## config.mk

```make
export PLATFORM = sky130hd
export DESIGN_NAME = pipe_stage_skid
export DESIGN_NICKNAME = d
export VERILOG_FILES = /design/src/rtl/pipe_stage_skid.sv
export SDC_FILE = /design/constraint.sdc
export NUM_CORES = 1
export LEC_CHECK = 0
export ABC_AREA = 1
export CAP_MARGIN = 25
export CORE_UTILIZATION = 52
export CTS_CLUSTER_SIZE = 25
export DETAILED_ROUTE_END_ITERATION = 12
export PLACE_DENSITY = 0.87
export SYNTH_ARGS = -nofsm -noshare
export SYNTH_HDL_FRONTEND = slang
export SYNTH_SLANG_ARGS = --single-unit
```

## constraint.sdc

```tcl
create_clock -name clk -period 6.08 [get_ports clk]
set_input_delay 1.52 -clock clk [delete_from_list [all_inputs] [get_ports clk]]
set_output_delay 1.52 -clock clk [all_outputs]
set_load 0.01 [all_outputs]
```

## src/rtl/pipe_stage_skid.sv

```systemverilog
// Elastic pipeline-stage register with a 2-entry skid buffer and synchronous flush.
// Define PIPE_STAGE_STATS_EN to add saturating stall_cnt / flush_cnt statistics ports.
module pipe_stage_skid #(
    parameter int WIDTH           = 64,
    parameter bit ZERO_WHEN_EMPTY = 1'b1,
    parameter int CNT_W           = 16
) (
    input  logic             clk,
    input  logic             rst,
    input  logic             flush,
    input  logic             in_valid,
    output logic             in_ready,
    input  logic [WIDTH-1:0] in_data,
    output logic             out_valid,
    input  logic             out_ready,
    output logic [WIDTH-1:0] out_data
`ifdef PIPE_STAGE_STATS_EN
    ,
    output logic [CNT_W-1:0] stall_cnt,
    output logic [CNT_W-1:0] flush_cnt
`endif
);

    typedef enum logic [1:0] {
        EMPTY = 2'd0,
        ONE   = 2'd1,
        FULL  = 2'd2
    } state_t;

    state_t           state, state_next;
    logic [WIDTH-1:0] main_q, main_d;
    logic [WIDTH-1:0] skid_q, skid_d;
    logic             in_fire, out_fire;

    if (WIDTH < 1 || CNT_W < 1) begin : g_param_check
        $error("pipe_stage_skid: WIDTH and CNT_W must be at least 1");
    end

    // in_ready depends on state only, so out_ready never reaches upstream combinationally.
    assign in_ready  = (state != FULL);
    assign out_valid = (state != EMPTY);
    assign in_fire   = in_valid & in_ready;
    assign out_fire  = out_valid & out_ready;

    always_comb begin
        // NOTE: every output of this block is defaulted first so no path infers a latch.
        state_next = state;
        main_d     = main_q;
        skid_d     = skid_q;
        if (flush) begin
            state_next = EMPTY;
        end else begin
            unique case (state)
                EMPTY: begin
                    if (in_fire) begin
                        state_next = ONE;
                        main_d     = in_data;
                    end
                end
                ONE: begin
                    if (in_fire && out_fire) begin
                        main_d = in_data;
                    end else if (in_fire) begin
                        state_next = FULL;
                        skid_d     = in_data;
                    end else if (out_fire) begin
                        state_next = EMPTY;
                    end
                end
                FULL: begin
                    // Skid entry is always the younger one; it moves up when main drains.
                    if (out_fire) begin
                        state_next = ONE;
                        main_d     = skid_q;
                    end
                end
                default: state_next = EMPTY;
            endcase
        end
    end

    // NOTE: sequential state uses non-blocking assignments so all flops update together.
    always_ff @(posedge clk or posedge rst) begin
        if (rst) begin
            state <= EMPTY;
        end else begin
            state <= state_next;
        end
    end

    // NOTE: data registers are reset too, because out_data must read 0 straight out of reset.
    always_ff @(posedge clk or posedge rst) begin
        if (rst) begin
            main_q <= '0;
            skid_q <= '0;
        end else begin
            main_q <= main_d;
            skid_q <= skid_d;
        end
    end

    if (ZERO_WHEN_EMPTY) begin : g_zero_out
        assign out_data = out_valid ? main_q : '0;
    end else begin : g_hold_out
        assign out_data = main_q;
    end

`ifdef PIPE_STAGE_STATS_EN
    localparam logic [CNT_W-1:0] CNT_MAX = '1;

    always_ff @(posedge clk or posedge rst) begin
        if (rst) begin
            stall_cnt <= '0;
            flush_cnt <= '0;
        end else begin
            if (out_valid && !out_ready && stall_cnt != CNT_MAX) begin
                stall_cnt <= stall_cnt + 1'b1;
            end
            if (flush && state != EMPTY && flush_cnt != CNT_MAX) begin
                flush_cnt <= flush_cnt + 1'b1;
            end
        end
    end
`endif

endmodule

```

==> flow_summary.toml, run 1 <==
[status]
outcome = "completed"

[logic_synthesis]
synth.area.mux_share = 0
synth-xor-area-share = 0
synth.distinct_cells = 19
syn_nets = 918
synth_compound_area_frac = 0.117
yosysSeqAreaShare = 0.505
synthSimpleGateAreaFrac = 0.247
synth_area_sq_um = 6450
syn_inst = 849
synthAdderAreaFrac = 0
synth_top_family_by_area = "simple AND/OR/NAND/NOR gates"
synth_top_area_cell = "dfrtp_1"
synth_warnings = 0
synth_top_area_share = 0.505
postSynthAreaPerCell_sq_um = 7.59
synth_area_leaders = "dfrtp_1 (50%), nand2_1 (15%), inv_1 (7.7%)"
ys_seq_elements = 130

[job]
cap_violations = 0

[sta]
slew_headroom = 0.348
maxSlewViolCount = 0
period_share = 0.633
setup_viol = 0
finalHoldViolations = 0
worst_pin_slew_ns = 0.976
setup_tns_ns = 0
rsz0062_at_grt = "false"
max_freq_ghz = 0.260
fin_skew_ns = 0.00798
whs_ns = 0.471
period_needed_ns = 3.85

[drt]
routed-via-count = 5597
routedWlPerCell_um = 13.5
first_iter_violations = 442
routed_wl_mm = 15.3
drt.antenna.violating_nets = 0
highest_layer = "met4"
dr.pass1.iters = 5
remaining_drc_errors = 0
m1WireLength_mm = 6.55
via_per_inst = 4.93
met2_wirelength_mm = 7.66
routed-wl-met3_um = 666

[worst_setup_path]
crit_buf_inv = 4
crit_top_cell = "inv_2"
path_max_fanout = 33
crit_chain = "inv_2 -> nand2_2 -> inv_2 -> buf_12 -> nor2_1 -> clkdlybuf4s50_1"
cp_top_family = "buffers and inverters"
crit_path_end_kind = "output pin"
cp_slowest_cell = "clkdlybuf4s50_1"
cp.depth = 6
worstRegToRegCells = 7
crit_type = "flip-flop to output pin"
worst_ep_arrival_time_ns = 2.33
cpPeakStageDelay_ns = 0.50
worstPathRequired_ns = 4.56
cp-start-kind = "flip-flop"
timing.rr.start = "state[0]"
cp-startpoint = "state[1]"

[cells_and_area]
fillers = 930
nets = 1023
drive_above_1_share = 0.0486
multiInputGateArea_sq_um = 2350
fin_cells = 1135
area_growth_pct = 30.9
diodes = 0
regArea_sq_um = 3250

[clocking]
htree_levels = 4
cts_tree = "yes"
clock_sink_count = 130
postCtsHoldBufs = 0
clk_latency_ns = 0.41
post_cts.repair.setup_buffers = 0
clk_pin_slew_ns = 0.06
cts_buffers = 17
clockRootBuffer = "clkbuf_16"
ctsResizeCount = 0
clock_path_buffers = 2

[placed_design]
gp_congestion = 0.814
placedCellCount = 1102
io_buffers = 134
dp_hpwl_mm = 8.95

[power]
leakage_uw = 0.00431
power.density_nw_per_um2 = 365
peakVddDrop_uv = 160
fin_total_pwr_uw = 3080

[global_route]
grt_pass1_wl_mm = 25.5
track_usage = 0.253
antenna_found_initial = 0
grt_pass1_vias = 5425
grt_max_degree = 106
grt-ovfl-total = 0

[floorplanning]
fp.dieH_um = 113
num_rows = 40
core-area_sq_um = 12100
die_w_um = 113
die-area_sq_um = 12800
ios = 135
initial_utilization = 0.535

[worst_hold_path]
min_from = "main_q[50]"
holdPathStages = 2
hp-class = "flip-flop to flip-flop"
## worst paths after layout
path / endpoint / slack (ns)
max: out_data[48] / 2.23
min: main_q[50] / 0.47
max reg2reg: main_q[10] / 3.66
min reg2reg: main_q[50] / 0.47
max in group asynchronous: skid_q[21] / 3.29
min in group asynchronous: main_q[28] / 1.58
## where the power goes
group	switching (uW)	internal (uW)
sequential	120	1110
combinational	359	307
clock	364	823
total	844	2240
## sequential cells by signal (all words and copies together) (netlist names)
register,flops
main_q,64
state,2
skid_q,64
## routing by layer
metal | up-vias | global-route usage
met5 | - | 0
met4 | 0 | 0.113
met3 | 29 | 0.0471
met2 | 173 | 0.436
met1 | 2592 | 0.312
li1 | 2803 | -
## cells by family after synthesis
kind of cell,Yosys count
buf+inv,190
simple gates,398
compound gates,131
flops,130
## cells in the mapped netlist, drive strengths merged
cell type / number
nand2: 264
inv: 136
dfrtp: 130
o21ai: 99
nand3: 67
nor2: 65
buf: 41
o21a: 31
clkbuf: 13
nand4: 2
a21oi: 1
## worst register-to-register path, stage by stage, from the launching register on
cell and delay (ns):
dfrtp_1 0.46, inv_2 0.09, nand2_2 0.11, buf_4 0.51, inv_2 0.55, o21ai_0 0.39
nand3_1 0.15, nand2_1 0.11
## cell type report
cell class                      instances  share of cell area
Sequential cell                       130               0.386
Multi-Input combinational cell        529               0.279
Timing Repair Buffer                  140               0.167
Inverter                              136              0.0611
Clock buffer                           23              0.0590
Tap cell                              168              0.0249
Clock inverter                          9              0.0234
## cell usage in the layout, fill, tap and decap left out, types with 2 or more instances in the layout
| cell type | n |
|---|---|
| clkinv_2 | 2 |
| dfrtp_1 | 130 |
| o21a_1 | 31 |
| inv_1 | 131 |
| nor2_1 | 65 |
| clkdlybuf4s50_1 | 134 |
| clkbuf_16 | 17 |
| nand2_2 | 2 |
| nand3_1 | 67 |
| o21ai_0 | 97 |
| buf_12 | 2 |
| bufinv_16 | 6 |
| inv_2 | 4 |
| nand4_1 | 2 |
| nand2_1 | 261 |
| buf_4 | 4 |
| clkbuf_8 | 5 |
## through the flow
step | utilization | worst slack, ns | area, sq um
after floorplan | - | 1.09 | 6450
after global placement | 0.640 | 2.26 | 7720
after detailed placement | 0.640 | 2.27 | 7720
after CTS | 0.698 | 2.00 | 8420
after global routing | 0.699 | 2.08 | 8440
final | 0.699 | 2.23 | 8440
Power figures use the tool's default switching activity.
==> run 2, diff against run 1 <==
==> constraint.sdc (replaced) <==
create_clock -name clk -period 3.8 [get_ports clk]
set_input_delay 0.95 -clock clk [delete_from_list [all_inputs] [get_ports clk]]
set_output_delay 0.95 -clock clk [all_outputs]
set_load 0.01 [all_outputs]
==> run 2 against run 1 <==
Critical path depth is the same. Core utilization is 0.76 points lower. Largest power group unchanged. Critical path type unchanged. Largest cell class unchanged. Clock skew grew 0.0011 ns. Highest routed layer unchanged.
==> flow_summary.toml, run 2 (same netlist as run 1, synthesis figures left out) <==
[placed_design]
place_ws_ns = 0.739
gp_congestion = 0.774
dp_hpwl_mm = 9.06
io_buffers = 134

[drt]
dr.pass1.iters = 5
drt.antenna.violating_nets = 0
routed-via-count = 5532
routed_wl_mm = 14.6
remaining_drc_errors = 0
via_per_inst = 4.88
routedWlPerCell_um = 12.9
first_iter_violations = 387

[cells_and_area]
top_regs = "main_q (64), skid_q (64), state (2)"
area_growth_pct = 29.4
final_common_cell = "nand2_1"
final_cell_mix = "nand2_1 (261), clkdlybuf4s50_1 (134), inv_1 (131)"
multiInputGateArea_sq_um = 2350
nets = 1025
diodes = 0
drive_above_1_share = 0.0456
regArea_sq_um = 3250
fillers = 949

[sta]
finalHoldViolations = 0
layout_setup_ws_ns = 0.570
setup_viol = 0
rsz0062_at_grt = "false"
fin_skew_ns = 0.00904
setup_tns_ns = 0
worst_pin_slew_ns = 0.970
period_needed_ns = 3.23
max_freq_ghz = 0.310
period_share = 0.850
maxSlewViolCount = 0
slew_headroom = 0.353

[clocking]
clockRootBuffer = "clkbuf_16"
post_cts.repair.setup_buffers = 0
postCtsHoldBufs = 0
clk_latency_ns = 0.40
htree_levels = 4
clk_pin_slew_ns = 0.05
ctsResizeCount = 0
clock_sink_count = 130
clock_path_buffers = 2
cts_tree = "yes"
cts_buffers = 17

[worst_hold_path]
hp-class = "flip-flop to flip-flop"
min_from = "main_q[57]"

[floorplanning]
initial_utilization = 0.535
core-area_sq_um = 12100
die_w_um = 113
num_rows = 40
die-area_sq_um = 12800
fp.dieH_um = 113
ios = 135

[worst_setup_path]
crit_path_end_kind = "output pin"
worst_ep_arrival_time_ns = 2.28
worstPathRequired_ns = 2.85
crit_type = "flip-flop to output pin"
cp-startpoint = "state[0]"
cp-start-kind = "flip-flop"
timing.rr.start = "state[0]"
path_max_fanout = 38

[global_route]
grt_max_degree = 112
grt-ovfl-total = 0
grt_pass1_vias = 5258
antenna_found_initial = 0
track_usage = 0.241
grt_pass1_wl_mm = 24.6

[power]
power.density_nw_per_um2 = 558
leakage_uw = 0.00426
peakVddDrop_uv = 310

[status]
outcome = "completed"

[job]
cap_violations = 0
[run 2: cell count changes in the layout (fill, tap and decap cells not counted), sizes merged]
cell,before,now
bufinv,6,3
buf,6,8
clkinv,2,1
clkinvlp,1,2
inv,136,135
[run 2: where the power goes]
| part | internal [uW] | switching (uW) | leakage [uW] |
|---|---|---|---|
| clock | 1090 | 548 | 0.000287 |
| combinational | 494 | 568 | 0.00241 |
| sequential | 1780 | 185 | 0.00156 |
[run 2: per-stage QoR]
stage,hold slack (ns),cell area [sq um],cells,power (uW),util
finish,0.468,8350,1133,4660,0.692
global route,0.491,8350,1133,4930,0.692
CTS,0.473,8350,1133,4680,0.692
detailed placement,0.459,7750,1105,3030,0.643
global placement,0.454,7750,1105,2970,0.643
floorplan,0.442,6450,849,2640,-
[run 2: layout make-up]
cell class              count  area share
clock buffers              23      0.0585
clock inverters             5      0.0123
inverters                 136      0.0616
multi-input cells         529       0.282
flip-flops and latches    130       0.390
well taps                 168      0.0252
repair buffers            142       0.171
[run 2: final timing paths]
path	endpoint	slack [ns]	cells after the start
worst min-delay path	main_q[57]	0.47	2
max in group asynchronous	skid_q[37]	1.96	3
worst max-delay path	out_data[43]	0.57	6
worst max register to register	state[0]	1.20	7
worst min register to register	main_q[57]	0.47	2
min in group asynchronous	skid_q[6]	0.93	2
[run 2: critical path, cell delays in order, from the launching register on]
cell,delay [ns]
dfrtp_1,0.44
inv_2,0.12
nand2_2,0.10
inv_2,0.36
buf_12,0.27
nor2_1,0.07
clkdlybuf4s50_1,0.50
[run 2: per-layer routing]
layer  wire length (um)  global-route usage
met1               6240               0.298
met2               7520               0.430
met3                648              0.0386
met4                207              0.0772
met5                  0                   0
==> run 3, diff against run 2 <==
==> constraint.sdc (replaced) <==
create_clock -name clk -period 3.21 [get_ports clk]
set_input_delay 0.8025 -clock clk [delete_from_list [all_inputs] [get_ports clk]]
set_output_delay 0.8025 -clock clk [all_outputs]
set_load 0.01 [all_outputs]
==> run 3 against run 2 <==
Sequential share of layout area did not move. Critical path depth shrank 1. Count of clock-buffer cells in the layout is 2 lower. Core utilization did not move. Largest power group unchanged. Sequential power is 18% higher. Final cell count about the same. Design area did not move. Combinational power grew 18%.
==> flow_summary.toml, run 3 (same netlist as run 1, synthesis figures left out) <==
[status]
outcome = "completed"

[cells_and_area]
area_growth_pct = 29.4
top_regs = "main_q (64), skid_q (64), state (2)"
drive_above_1_share = 0.0476
final_cell_mix = "nand2_1 (261), clkdlybuf4s50_1 (134), inv_1 (131)"
final_common_cell = "nand2_1"
regArea_sq_um = 3250
multiInputGateArea_sq_um = 2350
fin_cells = 1134
nets = 1023
diodes = 0
fillers = 963

[floorplanning]
num_rows = 40
die_w_um = 113
core-area_sq_um = 12100
ios = 135
fp.dieH_um = 113
initial_utilization = 0.535
die-area_sq_um = 12800

[sta]
maxSlewViolCount = 0
layout_setup_ws_ns = 0.212
worst_pin_slew_ns = 0.947
period_needed_ns = 3.00
slew_headroom = 0.368
period_share = 0.934
setup_tns_ns = 0
fin_skew_ns = 0.00596
finalHoldViolations = 0
max_freq_ghz = 0.334
setup_viol = 0
rsz0062_at_grt = "false"

[placed_design]
gp_congestion = 0.747
placedCellCount = 1103
io_buffers = 134
place_ws_ns = 0.276
dp_hpwl_mm = 8.51

[clocking]
clock_sink_count = 130
clk_latency_ns = 0.41
htree_levels = 4
cts_buffers = 17
postCtsHoldBufs = 0
clk_pin_slew_ns = 0.05
cts_tree = "yes"
clock_path_buffers = 2
clockRootBuffer = "clkbuf_16"

[worst_setup_path]
cp_slowest_cell = "clkdlybuf4s50_1"
worst_ep_arrival_time_ns = 2.20
crit_buf_inv = 3
cp-start-kind = "flip-flop"
path_max_fanout = 64
worstPathRequired_ns = 2.41
crit_type = "flip-flop to output pin"
crit_chain = "inv_2 -> nand2_2 -> inv_4 -> nor2_1 -> clkdlybuf4s50_1"
cpPeakStageDelay_ns = 0.53
cp_top_family = "buffers and inverters"
crit_path_end_kind = "output pin"

[global_route]
grt_pass1_vias = 5090
grt_max_degree = 131
antenna_found_initial = 0
grt_pass1_wl_mm = 24.0
track_usage = 0.239
grt-ovfl-total = 0

[drt]
drt.antenna.violating_nets = 0
remaining_drc_errors = 0
via_per_inst = 4.83
routedWlPerCell_um = 12.8
first_iter_violations = 399
routed_wl_mm = 14.5
dr.pass1.iters = 5
routed-via-count = 5475

[job]
cap_violations = 0

[power]
leakage_uw = 0.00426
fin_total_pwr_uw = 5520
peakVddDrop_uv = 332
power.density_nw_per_um2 = 661

[worst_hold_path]
hp-class = "flip-flop to flip-flop"
==> run 3: through the flow <==
stage	utilization	cell area (sq um)	hold WS, ns
6_report	0.692	8350	0.468
5_1_grt	0.692	8350	0.485
4_1_cts	0.692	8350	0.472
3_5_place_dp	0.642	7740	0.459
3_3_place_gp	0.642	7740	0.453
2_1_floorplan	-	6450	0.442
==> run 3: report_power, final <==
part / switching, uW / total [uW] / leakage [uW] / internal (uW)
clock: 682 / 1950 / 0.000291 / 1270
combinational: 671 / 1250 / 0.00240 / 578
sequential: 215 / 2320 / 0.00156 / 2100
==> run 3: layout make-up <==
cell class / instances / area share
repair buffers: 140 / 0.169
clock inverters: 10 / 0.0159
flip-flops and latches: 130 / 0.390
inverters: 136 / 0.0619
clock buffers: 21 / 0.0564
well taps: 168 / 0.0252
multi-input cells: 529 / 0.282
==> run 3: final timing paths <==
path | start | end | slack [ns] | cells after the start
setup / recovery | state[1] | out_data[50] | 0.21 | 5
hold / removal | main_q[56] | main_q[56] | 0.47 | 2
setup reg to reg | state[0] | state[0] | 1.11 | 6
hold reg to reg | main_q[56] | main_q[56] | 0.47 | 2
max in group asynchronous | rst | skid_q[56] | 1.77 | 3
min in group asynchronous | rst | main_q[3] | 0.95 | 3
==> run 3: tightest hold or removal path, stage by stage (launching register included) <==
cell and delay, ns:
dfrtp_1 0.34, nand2_1 0.06, nand2_1 0.04
==> run 3: routing by layer <==
layer  wire (um)  vias up  track usage
met2        7250      168        0.407
met4         100        0       0.0684
li1            -     2790            -
met1        6390     2511        0.314
met3         754        6       0.0461
met5           0        -            0
==> run 3: what timing repair did <==
action,4_1_cts,5_1_grt
setup endpoints to repair,64,0
buffers inserted,0,0
resized for setup,1,0
